`config.mk`:
```
export PLATFORM = sky130hd
export DESIGN_NAME = fetch_unit
export DESIGN_NICKNAME = d
export VERILOG_FILES = /design/src/rtl/fetch_unit.sv
export SDC_FILE = /design/constraint.sdc
export NUM_CORES = 1
export LEC_CHECK = 0
export BUFFER_PORTS_ARGS = -buffer_cell sky130_fd_sc_hd__clkbuf_2
export CELL_PAD_IN_SITES_DETAIL_PLACEMENT = 0
export CELL_PAD_IN_SITES_GLOBAL_PLACEMENT = 2
export CORE_ASPECT_RATIO = 0.8
export CORE_MARGIN = 2
export CORE_UTILIZATION = 30
export CTS_CLUSTER_DIAMETER = 80
export DETAILED_ROUTE_END_ITERATION = 8
export PLACE_DENSITY = 0.58
export SYNTH_ARGS = -nofsm -noshare
export SYNTH_HDL_FRONTEND = slang
export SYNTH_SLANG_ARGS = --single-unit
```
`constraint.sdc`:
```
create_clock -name clk -period 2.89 [get_ports clk]
set_input_delay 0.4335 -clock clk [delete_from_list [all_inputs] [get_ports clk]]
set_output_delay 0.4335 -clock clk [all_outputs]
set_load 0.03 [all_outputs]
```
`src/rtl/fetch_unit.sv`:
```
// Instruction fetch stage: owns the fetch PC, issues in-order word requests to
// instruction memory, and buffers returned words with their PCs for decode.
module fetch_unit #(
    parameter logic [31:0] RESET_PC = 32'h0000_0000,
    parameter int unsigned DEPTH    = 4
) (
    input  logic        clk,
    input  logic        rst_n,
    output logic        imem_req_valid,
    output logic [31:0] imem_req_addr,
    input  logic        imem_req_ready,
    input  logic        imem_rsp_valid,
    input  logic [31:0] imem_rsp_data,
    input  logic        redirect_valid,
    input  logic [31:0] redirect_pc,
    output logic        instr_valid,
    output logic [31:0] instr,
    output logic [31:0] instr_pc,
    input  logic        instr_ready
);

    localparam int unsigned AW = $clog2(DEPTH);
    localparam int unsigned CW = AW + 1;

    typedef struct packed {
        logic [31:0] pc;
        logic [31:0] word;
    } entry_t;

    entry_t          r_mem [DEPTH];
    logic            r_run;
    logic [31:0]     r_fetch_pc;
    logic [31:0]     r_rsp_pc;
    logic [AW-1:0]   r_rd_ptr;
    logic [AW-1:0]   r_wr_ptr;
    logic [CW-1:0]   r_count;
    logic [CW-1:0]   r_outstanding;
    logic [CW-1:0]   r_discard;

    logic            w_credit_ok;
    logic            w_req_fire;
    logic            w_push;
    logic            w_pop;
    logic [31:0]     w_redirect_pc;

    // Buffered plus in-flight words never exceed DEPTH, so a push always has room.
    assign w_credit_ok    = ({1'b0, r_count} + {1'b0, r_outstanding}) < (CW+1)'(DEPTH);
    assign imem_req_valid = r_run && !redirect_valid && w_credit_ok;
    assign imem_req_addr  = r_fetch_pc;
    assign w_req_fire     = imem_req_valid && imem_req_ready;

    assign w_push         = imem_rsp_valid && !redirect_valid && (r_discard == '0);
    assign instr_valid    = (r_count != '0) && !redirect_valid;
    assign w_pop          = instr_valid && instr_ready;
    assign instr          = r_mem[r_rd_ptr].word;
    assign instr_pc       = r_mem[r_rd_ptr].pc;
    assign w_redirect_pc  = redirect_pc & 32'hFFFF_FFFC;

    // Prefetch storage
    always_ff @(posedge clk or negedge rst_n) begin
        if (!rst_n) begin
            for (int i = 0; i < int'(DEPTH); i++) begin
                r_mem[i] <= '0;
            end
        end else if (w_push) begin
            r_mem[r_wr_ptr] <= entry_t'{pc: r_rsp_pc, word: imem_rsp_data};
        end
    end

    // PCs, FIFO pointers and credit/discard bookkeeping
    always_ff @(posedge clk or negedge rst_n) begin
        if (!rst_n) begin
            r_run         <= 1'b0;
            r_fetch_pc    <= RESET_PC;
            r_rsp_pc      <= RESET_PC;
            r_rd_ptr      <= '0;
            r_wr_ptr      <= '0;
            r_count       <= '0;
            r_outstanding <= '0;
            r_discard     <= '0;
        end else begin
            r_run         <= 1'b1;
            r_outstanding <= r_outstanding + CW'(w_req_fire) - CW'(imem_rsp_valid);
            if (redirect_valid) begin
                // Every response still owed to the old stream must be dropped.
                r_fetch_pc <= w_redirect_pc;
                r_rsp_pc   <= w_redirect_pc;
                r_rd_ptr   <= '0;
                r_wr_ptr   <= '0;
                r_count    <= '0;
                r_discard  <= r_outstanding - CW'(imem_rsp_valid);
            end else begin
                if (w_req_fire) begin
                    r_fetch_pc <= r_fetch_pc + 32'd4;
                end
                if (imem_rsp_valid && (r_discard != '0)) begin
                    r_discard <= r_discard - CW'(1);
                end
                if (w_push) begin
                    r_wr_ptr <= r_wr_ptr + AW'(1);
                    r_rsp_pc <= r_rsp_pc + 32'd4;
                end
                if (w_pop) begin
                    r_rd_ptr <= r_rd_ptr + AW'(1);
                end
                r_count <= r_count + CW'(w_push) - CW'(w_pop);
            end
        end
    end

endmodule

```
* Word level (Yosys, flattened, before mapping)
Index checks and enable logic that the tools add are counted.
** Word-level totals
- Bits in registers :: 334
- Input port bits :: 70
- Output and inout port bits :: 98
- Word-level logic and storage cells :: 67
** Operators by class
- Add/sub/neg operators :: 11
- Magnitude comparators :: 4
- Multiplexer cells :: 17
- Bitwise gates (word level) :: 2
- Reduce and logical (&&, ||, !) cells :: 17
** Operator list (number)
- bitwise mux 256 bit :: 1
- two-way mux 64 bit :: 3
- binary-select mux 64 bit (select 2 bit) :: 1
- demux 64 bit (select 2 bit) :: 1
- two-way mux 32 bit :: 4
- adder 32 x 3 -> 32 bit (second input constant) :: 2
- logical AND 1 bit :: 9
- two-way mux 3 bit :: 3
- subtractor 3 x 1 -> 3 bit :: 3
- two-way mux 2 bit :: 4
- nonzero test 2 bit :: 4
- adder 3 x 1 -> 3 bit :: 2
- >= comparator 3 bit (second input constant) :: 2
- inverter 2 -> 3 bit :: 2
- nonzero test 3 bit :: 2
- adder 2 x 1 -> 2 bit (second input constant) :: 2
- adder 3 x 3 -> 4 bit :: 1
- less-than comparator 4 x 3 -> 1 bit (second input constant) :: 1
- logical NOT 3 bit :: 1
- less-than comparator 3 x 1 -> 1 bit (second input constant) :: 1
- subtractor 3 x 1 -> 3 bit (second input constant) :: 1
- logical NOT 1 bit :: 1

* Longest topological paths before layout
- Depth in word-level cells :: 6
- Depth in mapped cells :: 13
- Depth with buffers taken out :: 12

* Worst setup path after synthesis
No wires, ideal clock.
- Path type :: register -> register
- From :: register r_count[2]
- To :: register r_outstanding[2]
- Setup time :: 0.123 ns
- Data arrival time :: 2.322 ns
- Data required time :: 2.767 ns
- Path slack :: 0.446 ns
- Cell stages (with the launch flop) :: 12
- Path buffers :: 2
- Period minus slack after synthesis :: 2.444 ns
- Cells stage by stage :: dfrtp_1 > ha_1 > nor3_2 > and4_1 > buf_4 > inv_2 > clkbuf_1 > ha_1 > inv_1 > ha_1 > fa_1 > xnor2_1
** Between the ends
- Longest elaborated chain between the ends :: 6
** Ends and longest elaborated chain
- start, declared :: line 36 : logic [CW-1:0] r_count;
- start signal, assigned :: line 106 : r_count <= r_count + CW'(w_push) - CW'(w_pop);
- adder 3 x 3 -> 4 bit :: line 47 : assign w_credit_ok = ({1'b0, r_count} + {1'b0, r_outstanding}) < (CW+1)'(DEPTH);
- less-than comparator 4 x 3 -> 1 bit :: line 47
- logical AND 1 bit :: line 48 : assign imem_req_valid = r_run && !redirect_valid && w_credit_ok;
- logical AND 1 bit :: line 50 : assign w_req_fire = imem_req_valid && imem_req_ready;
- adder 3 x 1 -> 3 bit :: line 83 : r_outstanding <= r_outstanding + CW'(w_req_fire) - CW'(imem_rsp_valid);
- subtractor 3 x 1 -> 3 bit :: line 83
- end signal, assigned :: line 83
- end, declared :: line 37 : logic [CW-1:0] r_outstanding;
Every way passes these cells.
A chain may end at the register's enable or synchronous reset.

* Worst setup path in the final report
- From :: register r_rd_ptr[0]
- To :: output port instr_pc[14]
** Between the ends
- Longest elaborated chain between the ends :: 4
** Ends and longest elaborated chain
- start, declared :: line 34 : logic [AW-1:0] r_rd_ptr;
- start signal, assigned :: line 104 : r_rd_ptr <= r_rd_ptr + AW'(1);
- inverter 2 -> 3 bit (not written as such) :: line 56 : assign instr_pc = r_mem[r_rd_ptr].pc;
- binary-select mux 64 bit (select 2 bit) :: line 56
- two-way mux 64 bit (not written as such) (2 in a row) :: line 56
- end, declared :: line 18 : output logic [31:0] instr_pc,
Every way passes these cells. The select of a mux whose other input is x is not followed.

==> impl_results.md <==
* Status: finished clean
* Worst reg2reg path startpoint: r_count[0]
* Peak fanout along the critical path at 22
* Clk slew on worst S/H paths at 0.06 ns
* Power Density at 922 nW/um^2
* Pin count of the biggest net entering global routing at 88
* Global-route wire length before repair at 61.0 mm
* Hold Crit Depth at 3
* Crit path required time at 2.46 ns
* Min cycle time layout at 2.72 ns
* Yosys top cell by area: dfrtp_1
* Max incr delay on CP at 0.67 ns
* Top-Level Pins at 168
* Largest family of logic cells by synthesized area: multiplexers
* Crit path max-delay cell type: dfrtp_4
* Die ar. at 51500 um^2
* Final antenna-violating net count at 0
* Root Buffer: clkbuf_16
* Area of the multi-input gates at 6450 um^2
* CP Buf/Inv Count at 2
* Maximum VDD drop at 0.420 mV
* Top delay family on crit path: flip-flops
* RR Endpoint: r_count[2]
* WL/cell at 20.4 um
* Total wire length at 38.8 mm
* Starting Density at 30.2%
* CTS Buf Count at 38
* DRC Markers at 0
* CTS max path bufs at 3
* Wl on met1 at 19.0 mm
* Synth Area in XOR/XNOR at 2.53%
* Min-Delay Endpoint: imem_req_addr[22]
* IO buf count at 161
* Highest metal used: met4
* Fin nets at 1329
* Die W at 253 um
* Hold crit path type: in2reg
* Most frequent cell after synthesis: dfrtp_1
* Final Skew at 0.0240 ns
* Arrival time at the worst endpoint at 2.29 ns
* H-tree lvl count at 2
* Critical Path Sink Type: output port
* Via-to-Cell Ratio at 4.90
* Most frequent cells after synthesis: 322 x dfrtp_1, 242 x mux2_2, 70 x nand2_1
* Row Count at 73
* Area Growth Syn to Fin at 19.9%
* Detailed Place HPWL at 25.6 mm
* Synth cell types at 53
* Max Slew Vio Count at 0
* Cells after Synth at 1079
* Multiplexer area fraction after synthesis at 27.8%
* Slew HR at 49.6%
* Seq cells post-synth at 322
* Adder-Cell Fraction of Synth Area at 1.61%
* Fmax at 368 MHz
* Reg2Reg Depth at 10
* Post-Synth Simple-Gate Area at 7.13%
* Gpl congestion at 0.735
* Synthesis Warnings at 0
* P_leak at 8.32 nW
* Worst-Margin Slew at 0.757 ns
* Synthesized area at 14900 um^2
* Final setup fails at 0
* Hold Crit Start: redirect_pc[22]
* Register area share after synthesis at 54.1%
* Setup bufs post-CTS at 0
* Total track usage at 15.6%
* Gr ovfl total at 0
* Sequential Area at 8060 um^2
* Final worst-path cycle share at 94.1%
* Post-synth EDFFs at 0
* Drt first-iter violations at 382
* Ys async rst share at 100%
* Top FF cell, synth: dfrtp_1
* CTS tree: built
* Clk sinks at 322
* Worst-path cell chain: buf_12 > mux4_2 > clkbuf_2
* Top cells by area, synth: dfrtp_1 54%, mux2_2 18%, mux4_2 9.4%
* Element type at the critical path start: register
* Vias at 9297
* Max-cap check violation count at 0
* WL met2 at 17.5 mm
* Die Span Y at 203 um
* R2R Setup Slk at 0.56 ns
* Fill count at 4835
* Mapped Avg Cell Area at 13.8 um^2
* Worst Path Class, Setup: reg2out
* Number of global-route vias before repair at 9893
* Synth top area share at 54.1%
* Final hold violations at 0
* Share of layout cells above drive strength 1 at 44.8%
* RSZ-0062 raised after global routing: no
* Initial antenna violation count at 1
* Setup TNS at 0 ns
* DR pass1 iterations at 4
* Antenna Cells at 0
* Synth Area in Compound Gates at 3.91%
* Latest clock arrival within the worst-skew pair at 0.55 ns
* Final hold slack at 0.129 ns
* Placeable Area at 49300 um^2
* DR WL met3 at 1.58 mm
-- per-layer routing --
metal	track usage (%)	vias up
li1	-	4281
met1	22.6	4823
met2	23.6	144
met3	2.91	49
met4	4.56	0
met5	0	-
-- worst max-delay path by stage --
stage	startpoint	end	depth (start not counted)
2_1_floorplan	r_count[2]	r_outstanding[2]	11
3_3_place_gp	redirect_valid	r_outstanding[2]	9
3_5_place_dp	redirect_valid	r_outstanding[2]	9
4_1_cts	r_rd_ptr[0]	instr_pc[30]	3
5_1_grt	r_rd_ptr[0]	instr_pc[30]	3
6_report	r_rd_ptr[0]	instr_pc[14]	3
-- power by group --
group,internal [mW],total (mW),switching (mW)
clock network,2.84,4.74,1.90
registers,5.57,6.32,0.750
logic,2.40,5.41,3.01
-- sequential cells by signal, indices dropped and copies added (netlist names) --
register and flops:
r_rsp_pc 30, imem_req_addr 30, r_outstanding 3, r_discard 3
r_wr_ptr 2, r_count 3, r_rd_ptr 2, r_run 1
r_mem 248
-- what timing repair did --
item / 4_1_cts / 5_1_grt
hold endpoints to repair: 80 / 0
hold buffers: 1 / 0
gates resized for setup: 0 / 0
-- layout by cell type (no fill, tap or decap), drive strengths merged, types with 5 or more instances in the layout --
master	count
a31oi	6
clkbuf	216
nand3	28
inv	21
mux2	242
nor2	26
and3	8
nand4	16
nand2	70
o311ai	9
ha	16
nor3	15
a21oi	7
o211ai	12
dfrtp	322
o21ai	52
and4	10
xor2	12
nand2b	5
xnor2	31
conb	5
mux4	62
buf	32
-- per-stage QoR --
step                area, um^2  utilization, %  setup slack [ns]  instances  power, mW
floorplan                14900               -             0.446       1082       10.2
global placement         16600            33.7             0.526       1837       11.9
detailed placement       16600            33.7             0.514       1837       11.9
CTS                      17900            36.2            0.0603       1899       16.8
global route             17900            36.2            0.0295       1899       17.4
finish                   17900            36.2             0.170       1899       16.5
-- worst min-delay path, stage by stage --
cell      delay [ns]
clkbuf_2        0.10
nand2_1         0.05
nand3_1         0.06
-- cells by family after synthesis --
kind of cell	after synthesis
compound gates	96
xor+xnor	43
fa+ha+maj	18
buf+inv	93
flops	322
mux	306
other cells	2
simple gates	199
-- layout make-up --
cell class	instances	share of cell area [%]
Tap cell	637	4.46
Timing Repair Buffer	193	7.12
Clock inverter	5	0.462
Clock buffer	56	6.27
Multi-Input combinational cell	667	36.1
Sequential cell	322	45.2
Inverter	19	0.399
No activity file was read; power rests on OpenSTA's default activity.
